### config.mk
export PLATFORM = sky130hd
export DESIGN_NAME = pipe_hazard_ctrl
export DESIGN_NICKNAME = d
export VERILOG_FILES = /design/src/rtl/pipe_hazard_ctrl.sv
export SDC_FILE = /design/constraint.sdc
export NUM_CORES = 1
export LEC_CHECK = 0
export ABC_CLOCK_PERIOD_IN_PS = 3450
export CAP_MARGIN = 40
export CORE_MARGIN = 2
export CORE_UTILIZATION = 43
export CTS_CLUSTER_DIAMETER = 80
export DETAILED_ROUTE_END_ITERATION = 8
export PLACE_DENSITY_LB_ADDON = 0.1
export SLEW_MARGIN = 20
export SYNTH_ARGS = -nofsm -noshare
export SYNTH_HDL_FRONTEND = slang
export SYNTH_SLANG_ARGS = --single-unit
export TNS_END_PERCENT = 50
### constraint.sdc
create_clock -name clk_i -period 3.45 [get_ports clk_i]
set_input_delay 1.035 -clock clk_i [delete_from_list [all_inputs] [get_ports clk_i]]
set_output_delay 1.035 -clock clk_i [all_outputs]
set_load 0.02 [all_outputs]
### src/rtl/pipe_hazard_ctrl.sv
// Pipeline hazard controller: load-use stall, multi-cycle multiply stall and
// branch/jump flush arbitration, with saturating stall/flush counters.
module pipe_hazard_ctrl #(
  parameter int unsigned MUL_CYCLES = 4
) (
  input  logic        clk_i,
  input  logic        rst_i,
  input  logic        IDEX_MemRead_i,
  input  logic [4:0]  IDEX_RegRt_i,
  input  logic [4:0]  IFID_RegRs_i,
  input  logic [4:0]  IFID_RegRt_i,
  input  logic        Branch_taken_i,
  input  logic        Jump_i,
  input  logic        MulStart_i,
  output logic        PC_write_o,
  output logic        IFID_write_o,
  output logic        IDEX_write_o,
  output logic        IFID_flush_o,
  output logic        IDEX_bubble_o,
  output logic        EXMEM_bubble_o,
  output logic        Busy_o,
  output logic [15:0] StallCnt_o,
  output logic [15:0] FlushCnt_o
);

  localparam int unsigned CNT_W  = 4;
  localparam int unsigned PERF_W = 16;
  localparam int unsigned REG_W  = 5;

  // The wait state is only needed when the multiply outlasts its start cycle
  // plus one; a two-cycle multiply is covered by the start-cycle stall alone.
  localparam bit               MUL_WAIT_EN = (MUL_CYCLES >= 32'd3);
  localparam logic [CNT_W-1:0] MUL_LOAD    = CNT_W'(MUL_CYCLES - 32'd2);
  localparam logic [PERF_W-1:0] PERF_MAX   = '1;

  typedef enum logic {
    RUN      = 1'b0,
    MUL_WAIT = 1'b1
  } state_e;

  state_e             state_q, state_d;
  logic [CNT_W-1:0]   mul_cnt_q, mul_cnt_d;
  logic               busy_q, busy_d;
  logic [PERF_W-1:0]  stall_cnt_q, stall_cnt_d;
  logic [PERF_W-1:0]  flush_cnt_q, flush_cnt_d;

  logic load_use;
  logic mul_stall;

  // Hazard detection; register 0 is hard-wired and never creates a dependency.
  always_comb begin
    load_use  = IDEX_MemRead_i
              && (IDEX_RegRt_i != REG_W'(0))
              && ((IDEX_RegRt_i == IFID_RegRs_i) || (IDEX_RegRt_i == IFID_RegRt_i));
    mul_stall = (state_q == MUL_WAIT) || ((state_q == RUN) && MulStart_i);
  end

  // Pipeline control: reset > multiply stall > load-use > branch/jump flush.
  always_comb begin
    PC_write_o     = 1'b1;
    IFID_write_o   = 1'b1;
    IDEX_write_o   = 1'b1;
    IFID_flush_o   = 1'b0;
    IDEX_bubble_o  = 1'b0;
    EXMEM_bubble_o = 1'b0;
    if (rst_i) begin
      PC_write_o     = 1'b0;
      IFID_write_o   = 1'b0;
      IDEX_write_o   = 1'b0;
      IFID_flush_o   = 1'b1;
      IDEX_bubble_o  = 1'b1;
      EXMEM_bubble_o = 1'b1;
    end else if (mul_stall) begin
      PC_write_o     = 1'b0;
      IFID_write_o   = 1'b0;
      IDEX_write_o   = 1'b0;
      EXMEM_bubble_o = 1'b1;
    end else if (load_use) begin
      PC_write_o    = 1'b0;
      IFID_write_o  = 1'b0;
      IDEX_bubble_o = 1'b1;
    end else begin
      IFID_flush_o = Branch_taken_i || Jump_i;
    end
  end

  // Multiply sequencing; MulStart_i is ignored while already waiting.
  always_comb begin
    state_d   = state_q;
    mul_cnt_d = mul_cnt_q;
    case (state_q)
      RUN: begin
        if (MulStart_i && MUL_WAIT_EN) begin
          state_d   = MUL_WAIT;
          mul_cnt_d = MUL_LOAD;
        end
      end
      MUL_WAIT: begin
        mul_cnt_d = mul_cnt_q - CNT_W'(1);
        if (mul_cnt_q == CNT_W'(1)) begin
          state_d = RUN;
        end
      end
      default: begin
        state_d   = RUN;
        mul_cnt_d = '0;
      end
    endcase
    busy_d = (state_d == MUL_WAIT);
  end

  // Saturating performance counters.
  always_comb begin
    stall_cnt_d = stall_cnt_q;
    flush_cnt_d = flush_cnt_q;
    if (!PC_write_o && (stall_cnt_q != PERF_MAX)) begin
      stall_cnt_d = stall_cnt_q + PERF_W'(1);
    end
    if (IFID_flush_o && (flush_cnt_q != PERF_MAX)) begin
      flush_cnt_d = flush_cnt_q + PERF_W'(1);
    end
  end

  always_ff @(posedge clk_i or posedge rst_i) begin
    if (rst_i) begin
      state_q     <= RUN;
      mul_cnt_q   <= '0;
      busy_q      <= 1'b0;
      stall_cnt_q <= '0;
      flush_cnt_q <= '0;
    end else begin
      state_q     <= state_d;
      mul_cnt_q   <= mul_cnt_d;
      busy_q      <= busy_d;
      stall_cnt_q <= stall_cnt_d;
      flush_cnt_q <= flush_cnt_d;
    end
  end

  assign Busy_o     = busy_q;
  assign StallCnt_o = stall_cnt_q;
  assign FlushCnt_o = flush_cnt_q;

endmodule

After elaboration in Yosys (flattened, before gate mapping)
Index checks and enable logic that the tools add are counted.
{ "word_totals": {"ff_bits": 37, "in_bits": 21, "out_inout_bits": 39, "elab_cells": 42} }
{ "op_classes": {"addsub": 3, "eq_ne": 6, "muxes": 18, "bitwise": 1, "n_reduce_logical": 10} }
{ "ops": {"columns": ["cell", "n"], "rows": [
  ["adder 16 x 1 -> 16 bit (second input constant)", 2],
  ["!= test 16 bit (second input constant)", 2],
  ["2-to-1 mux 1 bit", 15],
  ["equality test 5 bit", 2],
  ["case mux 4 bit (2 select lines)", 1],
  ["logical AND 1 bit", 5],
  ["nonzero test 5 bit", 1],
  ["equality test 4 x 1 -> 1 bit (second input constant)", 1],
  ["2-to-1 mux 4 bit", 1],
  ["subtractor 4 x 1 -> 4 bit (second input constant)", 1],
  ["logical OR 1 bit", 3],
  ["!= test 2 bit (second input constant)", 1],
  ["case mux 1 bit (2 select lines)", 1],
  ["zero test 1 bit", 1],
  ["NOT 1 bit", 1]
]} }

Depth between registers and ports, before layout
Gate-level depths: netlist of run 1.
{ "depth": {"ltp_word": 8, "depth_mapped": 8, "mapped_depth_nobuf": 7} }

Least setup slack after synthesis of run 1
Ideal clock, no wire load.
{ "synth_path": {"path_type": "input -> output", "startpoint": "input port rst_i", "endpoint": "output port PC_write_o", "arrival_ps": 3225, "required_ps": 2415, "path_slack_ps": -810, "path_stages": 7, "n_path_buf": 2, "cell_sequence": "inv_1 > nand2_1 > inv_1 > o21ai_2 > buf_2 > inv_1 > buf_4"} }
{ "synth_via": {"elab_chain_len": 1} }
{ "synth_rtl": {"columns": ["item", "line_no", "text"], "rows": [
  ["start: declaration", "7", "input logic rst_i,"],
  ["2-to-1 mux 1 bit", null, null],
  ["end: declaration", "15", "output logic PC_write_o,"]
]} }
Every way passes these cells.

Worst setup path after layout of run 1
{ "layout_path": {"startpoint": "input port IDEX_RegRt_i[1]", "endpoint": "output port IFID_flush_o"} }
{ "layout_via": {"elab_chain_len": 6, "word_cells_on_any_way": 9, "classes_between": "2 x eq/ne; 3 x mux; 4 x reduce/logical"} }
{ "layout_rtl": {"columns": ["item", "line_no", "text"], "rows": [
  ["start: declaration", "9", "input logic [4:0] IDEX_RegRt_i,"],
  ["equality test 5 bit / nonzero test 5 bit (equally long branches)", "54, 53", null],
  ["logical OR 1 bit / logical AND 1 bit (equally long branches)", "54, 53", null],
  ["logical AND 1 bit *", "54", "&& ((IDEX_RegRt_i == IFID_RegRs_i) || (IDEX_RegRt_i == IFID_RegRt_i));"],
  ["2-to-1 mux 1 bit *", "78", "end else if (load_use) begin"],
  ["2-to-1 mux 1 bit *", "73", "end else if (mul_stall) begin"],
  ["2-to-1 mux 1 bit *", "66", "if (rst_i) begin"],
  ["end: declaration", "18", "output logic IFID_flush_o,"]
]} }
Mark *: on every way between the ends. The rest lies on a longest branch, timed or not.

==> reports/results.ini, run 1 <==
[placement]
gp_congestion=0.8057
dp_hpwl_um=3524
post-place-ws_ps=-637.6
place_inst=338
numPortBuffers=59

[timing]
tns_ps=0
min_period_over_period=0.9812
fmax_mhz=295.4
report.final.slew_viol_count=0
hold_ws_ps=484.1
period_minus_slack_ps=3385
fin_skew_ps=9.200
worst_pin_slew_ps=687.2
finalSetupViolCount=0
maxSlewHeadroom=0.5383
hold_viol=0
fin_ws_ps=65.03

[logic_synthesis]
synth-edff-count=0
synth_area_leader_cell=dfrtp_1
yosysTopAreaCellShare=0.4423
ys_types=40
syn_area_mm2=0.002093
synth_warnings=0
ys_async_sr_fraction=1.000
syn-instance-count=202
ys_seq_area_frac=0.4423
synth_top_flop_cell=dfrtp_1
synth_nets=227
ys_seq_elements=37
synth_area_leaders=dfrtp_1 (44%), xor2_1 (11%), nand3_1 (3.8%)
syn_avg_cell_area_um2=10.36

[drt]
drc=0
drt_iter0_drc=82
wl_per_cell_um=13.83
dr.pass1.iters=4
antenna_left=0
wl_um=4842
vias_per_cell=4.983
vias=1744

[global_routing]
grt_max_degree=35
grt_antenna_before_repair=0
grt-ovfl-total=0
grtUsageTotal=0.1892
grt_pass1_vias=1748
grt_pass1_wl_um=8045

[power]
cellPowerDensity_mw_per_mm2=607.9
p_leak_nw=1.316
ir_worst_vdd_mv=0.5673

[run_status]
outcome=complete, no violations

[worst_setup_path]
setup.worst_path.start_class=input port
end_kind=output port
critPathMaxFanout=3
critPathSlowestCell=or4_4
crit_required_ps=2410
path_cells=dlygate4sd2_1 -> or4_4 -> o21ai_4 -> nor2_1 -> o21ai_1 -> buf_4
timing.critical_path.max_delay_family=simple AND/OR/NAND/NOR gates
crit_buf_inv=2
crit_arrival_ps=2350
cp_slowest_stage_delay_ps=520
path_class=input port to output port

[cells_and_area]
drive_gt1_frac=0.2155
area_growth_pct=44.95
fin_nets=307
utilization=0.6424
instances_no_fill=350
antenna_cells=0

[floorplanning]
rows=25
initial_core_util=0.4432
die_y_um=73.77
die_area_mm2=0.005442
core_area_mm2=0.004723
boundaryPins=60
die_w_um=73.77

[clock_network]
cts_sinks=37
root_buffer=clkbuf_8
cts_tree=yes
cts.clk_slew.worst_paths_ps=80
cts_hold_buf=0
cts_buffer_depth=2
cts-buffers-inserted=5
cts_max_level=2
clk_latency_ps=290

[worst_hold_path]
min_path_type=flip-flop to flip-flop

[run]
cap_violations=0

## cells in the final DEF (no fill, tap or decap), drive strengths merged, types with 2 or more instances in the layout
cell type and count:
nor3b 4, dlygate4sd2 6, xor2 26, o21ai 8, inv 7, clkdlybuf4s50 39, dfrtp 37, nor2b 2
nand2 17, nand4 2, nor3 11, ha 4, dlymetal6s2s 7, nand3 16, nor2 10, a31oi 5
nand3b 2, and3 8, nand2b 3, a21oi 4, buf 24, clkbuf 8, nor4 5, nor4b 2
xnor2 8, mux2 6, clkinv 2
## metrics by stage
stage          instance area, µm²  power (W)
6_report                     3034   0.001844
5_1_grt                      3034   0.001967
4_1_cts                      2989   0.001855
2_1_floorplan                2121   0.001172
3_5_place_dp                 2873   0.001522
3_3_place_gp                 2861   0.001508
## what timing repair did
item	4_1_cts	5_1_grt
endpoints found under the setup margin	6	4
setup buffers	3	1
resized for setup	36	16
endpoints found under the hold margin	0	0
pin swaps	6	11
## area by class of cell
type / instances / area [µm²]
flip-flops and latches: 37 / 925.9
fillers: 394 / 1689
well taps: 67 / 83.83
clock inverters: 2 / 13.76
multi-input cells: 151 / 1145
clock buffers: 6 / 82.58
repair buffers: 79 / 747.0
inverters: 8 / 36.28
## synthesized netlist by cell type, types with 2 or more instances
| cell type | number |
|---|---|
| nand3_1 | 16 |
| and3_1 | 8 |
| nor2b_1 | 2 |
| nor4_2 | 3 |
| xor2_1 | 26 |
| a31oi_1 | 5 |
| nor3b_1 | 4 |
| nor4_4 | 2 |
| nand4_1 | 2 |
| inv_1 | 8 |
| nor2_1 | 9 |
| nor3_1 | 10 |
| a21oi_1 | 4 |
| dfrtp_1 | 37 |
| buf_2 | 2 |
| xnor2_1 | 8 |
| buf_4 | 2 |
| o21ai_0 | 5 |
| nand2b_1 | 3 |
| mux2_2 | 6 |
| nand2_1 | 17 |
| ha_1 | 4 |
| nand3b_1 | 2 |
## sequential cells by signal, indices dropped and copies added (netlist names)
signal	flops
StallCnt_o	16
mul_cnt_q	4
FlushCnt_o	16
Busy_o	1
## where the power goes
part	total, W	internal (W)	leakage, nW	switching [W]
clock	0.000324	0.000162	0.0512	0.000162
combinational	0.000785	0.000401	0.827	0.000384
sequential	0.000736	0.000567	0.437	0.000168
total	0.00184	0.00113	1.32	0.000714
## worst reg2reg max path, delay by kind of cell (launching register included)
family,cells,cell delay [ps]
muxes,1,340
DFF,1,400
adders and majority gates,1,220
and+or+nand+nor,4,1240
## routing by layer
| layer | vias to the layer above | track usage | part of all wire |
|---|---|---|---|
| li1 | 865 | - | - |
| met1 | 826 | 0.2513 | 0.46 |
| met2 | 47 | 0.3135 | 0.49 |
| met3 | 6 | 0.04115 | 0.038 |
| met4 | 0 | 0.04646 | 0.010 |
| met5 | - | 0 | 0 |
## final timing paths
path                                   to  slack, ps       startpoint  cells after the start
hold / removal             StallCnt_o[11]        480   StallCnt_o[11]                      1
max in group asynchronous   FlushCnt_o[6]       1800            rst_i                      3
setup reg to reg            StallCnt_o[1]       1150    StallCnt_o[0]                      6
hold reg to reg            StallCnt_o[11]        480   StallCnt_o[11]                      1
min in group asynchronous  FlushCnt_o[14]       1190            rst_i                      3
setup / recovery             IFID_flush_o         70  IDEX_RegRt_i[1]                      6
## logic make-up after synthesis
| kind of cell | synth area share |
|---|---|
| adder cells (fa/ha/maj) | 0.02391 |
| AO/OA/AOI/OAI | 0.07233 |
| buffers and inverters | 0.03347 |
| multiplexers | 0.03706 |
| XOR/XNOR | 0.1423 |
| flip-flops | 0.4423 |
| AND/OR/NAND/NOR | 0.2487 |
Power figures use the tool's default switching activity.
==> run 2, diff against run 1 <==
--- a/config.mk
+++ b/config.mk
@@ -7,7 +7,7 @@
 export LEC_CHECK = 0
 export ABC_CLOCK_PERIOD_IN_PS = 3450
 export CAP_MARGIN = 40
-export CORE_MARGIN = 2
+export CORE_MARGIN = 3
 export CORE_UTILIZATION = 43
 export CTS_CLUSTER_DIAMETER = 80
 export DETAILED_ROUTE_END_ITERATION = 8
==> run 2 against run 1 <==
First-iteration DRC count rose by 27%. Wire length fell by 1.9%. Largest cell class unchanged. Setup slack improved by 11 ps.
==> reports/results.ini, run 2 (synthesized netlist as in run 1, its figures left out) <==
[global_routing]
grt_antenna_before_repair=0
grt-ovfl-total=0
grt_pass1_vias=1731
grt_max_degree=39
grtUsageTotal=0.1780
grt_pass1_wl_um=7879

[power]
p_leak_nw=1.314
ir_worst_vdd_mv=0.5027
cellPowerDensity_mw_per_mm2=632.2
finalPower_w=0.001914

[floorplanning]
boundaryPins=60
rows=24
die_w_um=75.77
core_area_mm2=0.004534
die_y_um=75.77
die_area_mm2=0.005741
initial_core_util=0.4616

[worst_setup_path]
crit_arrival_ps=2340
cp_slowest_stage_delay_ps=470
crit_path_end=IFID_write_o
r2r-start=StallCnt_o[0]
path_cells=clkdlybuf4s50_1 -> xor2_1 -> nor2_1 -> a22oi_2 -> buf_4 -> o21ai_4 -> inv_2 -> buf_6
end_kind=output port
crit_buf_inv=4
reg2reg_depth=6
rrSetupSlack_ps=1160
cp.depth=8
timing.critical_path.max_delay_family=buffers and inverters
critical_path.startpoint=IFID_RegRs_i[1]
timing.rr.end=StallCnt_o[1]
critPathSlowestCell=clkdlybuf4s50_1
path_class=input port to output port
setup.worst_path.start_class=input port
crit_required_ps=2410
critPathMaxFanout=3

[drt]
wl_um=4752
drc=0
dr.pass1.iters=4
vias_per_cell=5.066
drt_iter0_drc=104
vias=1753
antenna_left=0
wl_per_cell_um=13.73

[timing]
hold_ws_ps=486.7
period_minus_slack_ps=3374
report.final.slew_viol_count=0
finalSetupViolCount=0
hold_viol=0
tns_ps=0
maxSlewHeadroom=0.5479
fin_skew_ps=7.835
fin_ws_ps=75.54
min_period_over_period=0.9781
worst_pin_slew_ps=673.0
fmax_mhz=296.3

[clock_network]
cts_buffer_depth=2
cts_hold_buf=0
clk_latency_ps=290
cts.clk_slew.worst_paths_ps=70
cts_tree=yes
cts_max_level=2
root_buffer=clkbuf_8
cts_sinks=37
cts-buffers-inserted=5

[placement]
post-place-ws_ps=-638.7
dp_hpwl_um=3574
gp_congestion=0.8266
numPortBuffers=59

[cells_and_area]
final_cell_mix=clkdlybuf4s50_1 (40), dfrtp_1 (37), xor2_1 (26), buf_4 (18)
area_growth_pct=44.65
antenna_cells=0
drive_gt1_frac=0.1957
layout_commonest_cell=clkdlybuf4s50_1
utilization=0.6678
multi_input_comb_area_mm2=0.001125
regArea_um2=925.9
fill_cells=368
fin_nets=305

[worst_hold_path]
min_path_type=flip-flop to flip-flop

[run]
cap_violations=0

[run_status]
outcome=complete, no violations

## run 2: timing repair
action / in CTS / in global routing
setup buffers: 1 / 2
pin swaps: 4 / 13
endpoints found under the setup margin: 6 / 4
resized for setup: 34 / 12
## run 2: worst min-delay path by stage
stage / startpoint / end / slack (ps) / cells after the start
final: FlushCnt_o[15] / FlushCnt_o[15] / 490 / 1
after global placement: FlushCnt_o[15] / FlushCnt_o[15] / 470 / 1
after detailed placement: FlushCnt_o[7] / FlushCnt_o[7] / 480 / 1
after global routing: FlushCnt_o[15] / FlushCnt_o[15] / 510 / 1
after floorplan: mul_cnt_q[2] / mul_cnt_q[2] / 470 / 1
after CTS: FlushCnt_o[15] / FlushCnt_o[15] / 490 / 1
## run 2: worst reg2reg max path, delay by kind of cell (launching register included)
kind / cells / cell delay (ps)
adders and majority gates: 1 / 210
muxes: 1 / 340
and+or+nand+nor: 4 / 1220
DFF: 1 / 410
## run 2: area by class of cell
cell class	instances	area share
inverters	8	0.01198
multi-input cells	151	0.3715
repair buffers	77	0.2442
well taps	65	0.02686
clock buffers	6	0.02727
flip-flops and latches	37	0.3058
clock inverters	2	0.01240
## run 2: stage by stage
stage                     instance area, µm²  instances
final                                   3028        346
after global routing                    3028        346
after CTS                               2987        344
after detailed placement                2859        335
after global placement                  2859        335
after floorplan                         2121        202
## run 2: routing by layer
| layer | track usage | part of all wire | up-vias |
|---|---|---|---|
| li1 | - | - | 862 |
| met1 | 0.2535 | 0.49 | 850 |
| met2 | 0.2785 | 0.47 | 37 |
| met3 | 0.03166 | 0.030 | 4 |
| met4 | 0.04660 | 0.0065 | 0 |
| met5 | 0 | 0 | - |
## run 2: power breakdown
part           internal (W)  switching [W]
clock              0.000235       0.000158
sequential         0.000568       0.000171
combinational      0.000399       0.000383
==> run 3, diff against run 2 <==
--- a/config.mk
+++ b/config.mk
@@ -7,7 +7,6 @@
 export LEC_CHECK = 0
 export ABC_CLOCK_PERIOD_IN_PS = 3450
 export CAP_MARGIN = 40
-export CORE_MARGIN = 3
 export CORE_UTILIZATION = 43
 export CTS_CLUSTER_DIAMETER = 80
 export DETAILED_ROUTE_END_ITERATION = 8
==> run 3 against run 2 <==
Power is 6.2% lower. Critical endpoint is now IFID_flush_o. Non-clock buffer count is the same. Wire length decreased by 3.6%. Die area fell by 10%. Maximum frequency decreased by 1.1%. Combinational power shrank 0.6%. Highest routed layer unchanged. Count of clock-buffer cells in the layout unchanged.
==> reports/results.ini, run 3 (synthesized netlist as in run 1, its figures left out) <==
[run_status]
outcome=complete, no violations

[worst_setup_path]
r2r-start=StallCnt_o[0]
setup.worst_path.start_class=input port
path_cells=dlygate4sd2_1 -> or4_4 -> o21ai_4 -> nor2_2 -> o21ai_1 -> buf_4
timing.rr.end=StallCnt_o[1]
critPathSlowestCell=or4_4
end_kind=output port
path_class=input port to output port
crit_required_ps=2410
critPathMaxFanout=3
cp_slowest_stage_delay_ps=530
rrSetupSlack_ps=1200
crit_arrival_ps=2380
crit_path_end=IFID_flush_o
critical_path.startpoint=IDEX_RegRt_i[1]
reg2reg_depth=6

[power]
p_leak_nw=1.272
cellPowerDensity_mw_per_mm2=608.7
finalPower_w=0.001796
ir_worst_vdd_mv=0.4496

[drt]
wl_um=4581
antenna_left=0
vias=1734
vias_per_cell=5.176
drc=0
dr.pass1.iters=4
wl_per_cell_um=13.67
drt_iter0_drc=81

[timing]
tns_ps=0
fin_skew_ps=4.383
worst_pin_slew_ps=620.8
fin_ws_ps=39.03
fmax_mhz=293.2
hold_ws_ps=485.4
report.final.slew_viol_count=0
min_period_over_period=0.9887
rsz0062_at_grt=no
period_minus_slack_ps=3411
finalSetupViolCount=0
maxSlewHeadroom=0.5829
hold_viol=0

[cells_and_area]
layout_commonest_cell=clkdlybuf4s50_1
final_cell_mix=clkdlybuf4s50_1 (41), dfrtp_1 (37), xor2_1 (26), buf_4 (21)
fill_cells=421
fin_nets=305
antenna_cells=0
drive_gt1_frac=0.1851
instances_no_fill=335
area_growth_pct=40.94

[placement]
numPortBuffers=59
place_inst=325
gp_congestion=0.8266
post-place-ws_ps=-664.0
dp_hpwl_um=3414

[floorplanning]
core_area_mm2=0.004692
rows=25
die_y_um=71.77
initial_core_util=0.4461
die_w_um=71.77
die_area_mm2=0.005151
boundaryPins=60

[clock_network]
clk_latency_ps=290
cts_buffer_depth=2
cts_max_level=2
cts_tree=yes
cts_sinks=37
cts-buffers-inserted=5
cts.clk_slew.worst_paths_ps=70
root_buffer=clkbuf_8

[global_routing]
grt_max_degree=38
grt_antenna_before_repair=0
grt_pass1_vias=1681
grt_pass1_wl_um=7755
grt-ovfl-total=0
grtUsageTotal=0.1923

[worst_hold_path]
min_path_type=flip-flop to flip-flop
min_path_cells=1

[run]
cap_violations=0

==> run 3: cell count changes in the layout (fill, tap and decap cells not counted), sizes merged <==
cell,change
clkdlybuf4s15,-2
dlymetal6s2s,-4
bufinv,-1
dlygate4sd2,+5
clkinvlp,-1
clkinv,+2
clkdlybuf4s50,+1
==> run 3: worst min path at each step <==
| stage | from | slack, ps | end |
|---|---|---|---|
| after floorplan | mul_cnt_q[2] | 470 | mul_cnt_q[2] |
| after global placement | FlushCnt_o[7] | 480 | FlushCnt_o[7] |
| after CTS | FlushCnt_o[15] | 490 | FlushCnt_o[15] |
| final | FlushCnt_o[15] | 490 | FlushCnt_o[15] |
| after global routing | FlushCnt_o[4] | 510 | FlushCnt_o[4] |
| after detailed placement | FlushCnt_o[15] | 480 | FlushCnt_o[15] |
==> run 3: timing repair <==
item                                    CTS  global route
endpoints found under the hold margin     0             0
setup buffers                             2             0
hold buffers                              0             0
endpoints found under the setup margin    6             4
gates resized for setup                  35             5
pin swaps                                 6             9
==> run 3: layout make-up <==
class | count | area [µm²] | area share
Clock inverter | 2 | 10.01 | 0.003393
Timing Repair Buffer | 77 | 718.2 | 0.2434
Clock buffer | 6 | 72.57 | 0.02460
Multi-Input combinational cell | 151 | 1120 | 0.3796
Tap cell | 54 | 67.56 | 0.02290
Sequential cell | 37 | 925.9 | 0.3138
Inverter | 8 | 36.28 | 0.01230
==> run 3: critical path, delay by kind of cell <==
family	cells	cell delay (ps)
buf+inv	2	400
compound gates	2	340
simple gates	2	590
==> run 3: metal layers <==
metal	GRT usage	wire, µm	up-vias
met3	0.04641	163	5
met5	0	0	-
met4	0.05882	56	0
met2	0.3323	2266	31
met1	0.2376	2094	836
li1	-	-	862
==> run 3: power by group <==
group          switching, W  internal, W  total [W]
Combinational      0.000381     0.000398   0.000778
Clock              0.000149     0.000140   0.000289
Sequential         0.000160     0.000568   0.000728
==> run 3: stage by stage <==
stage,area [µm²],util
5_1_grt,2950,0.6288
4_1_cts,2938,0.6261
3_5_place_dp,2853,0.6080
6_report,2950,0.6288
3_3_place_gp,2853,0.6080
2_1_floorplan,2121,-
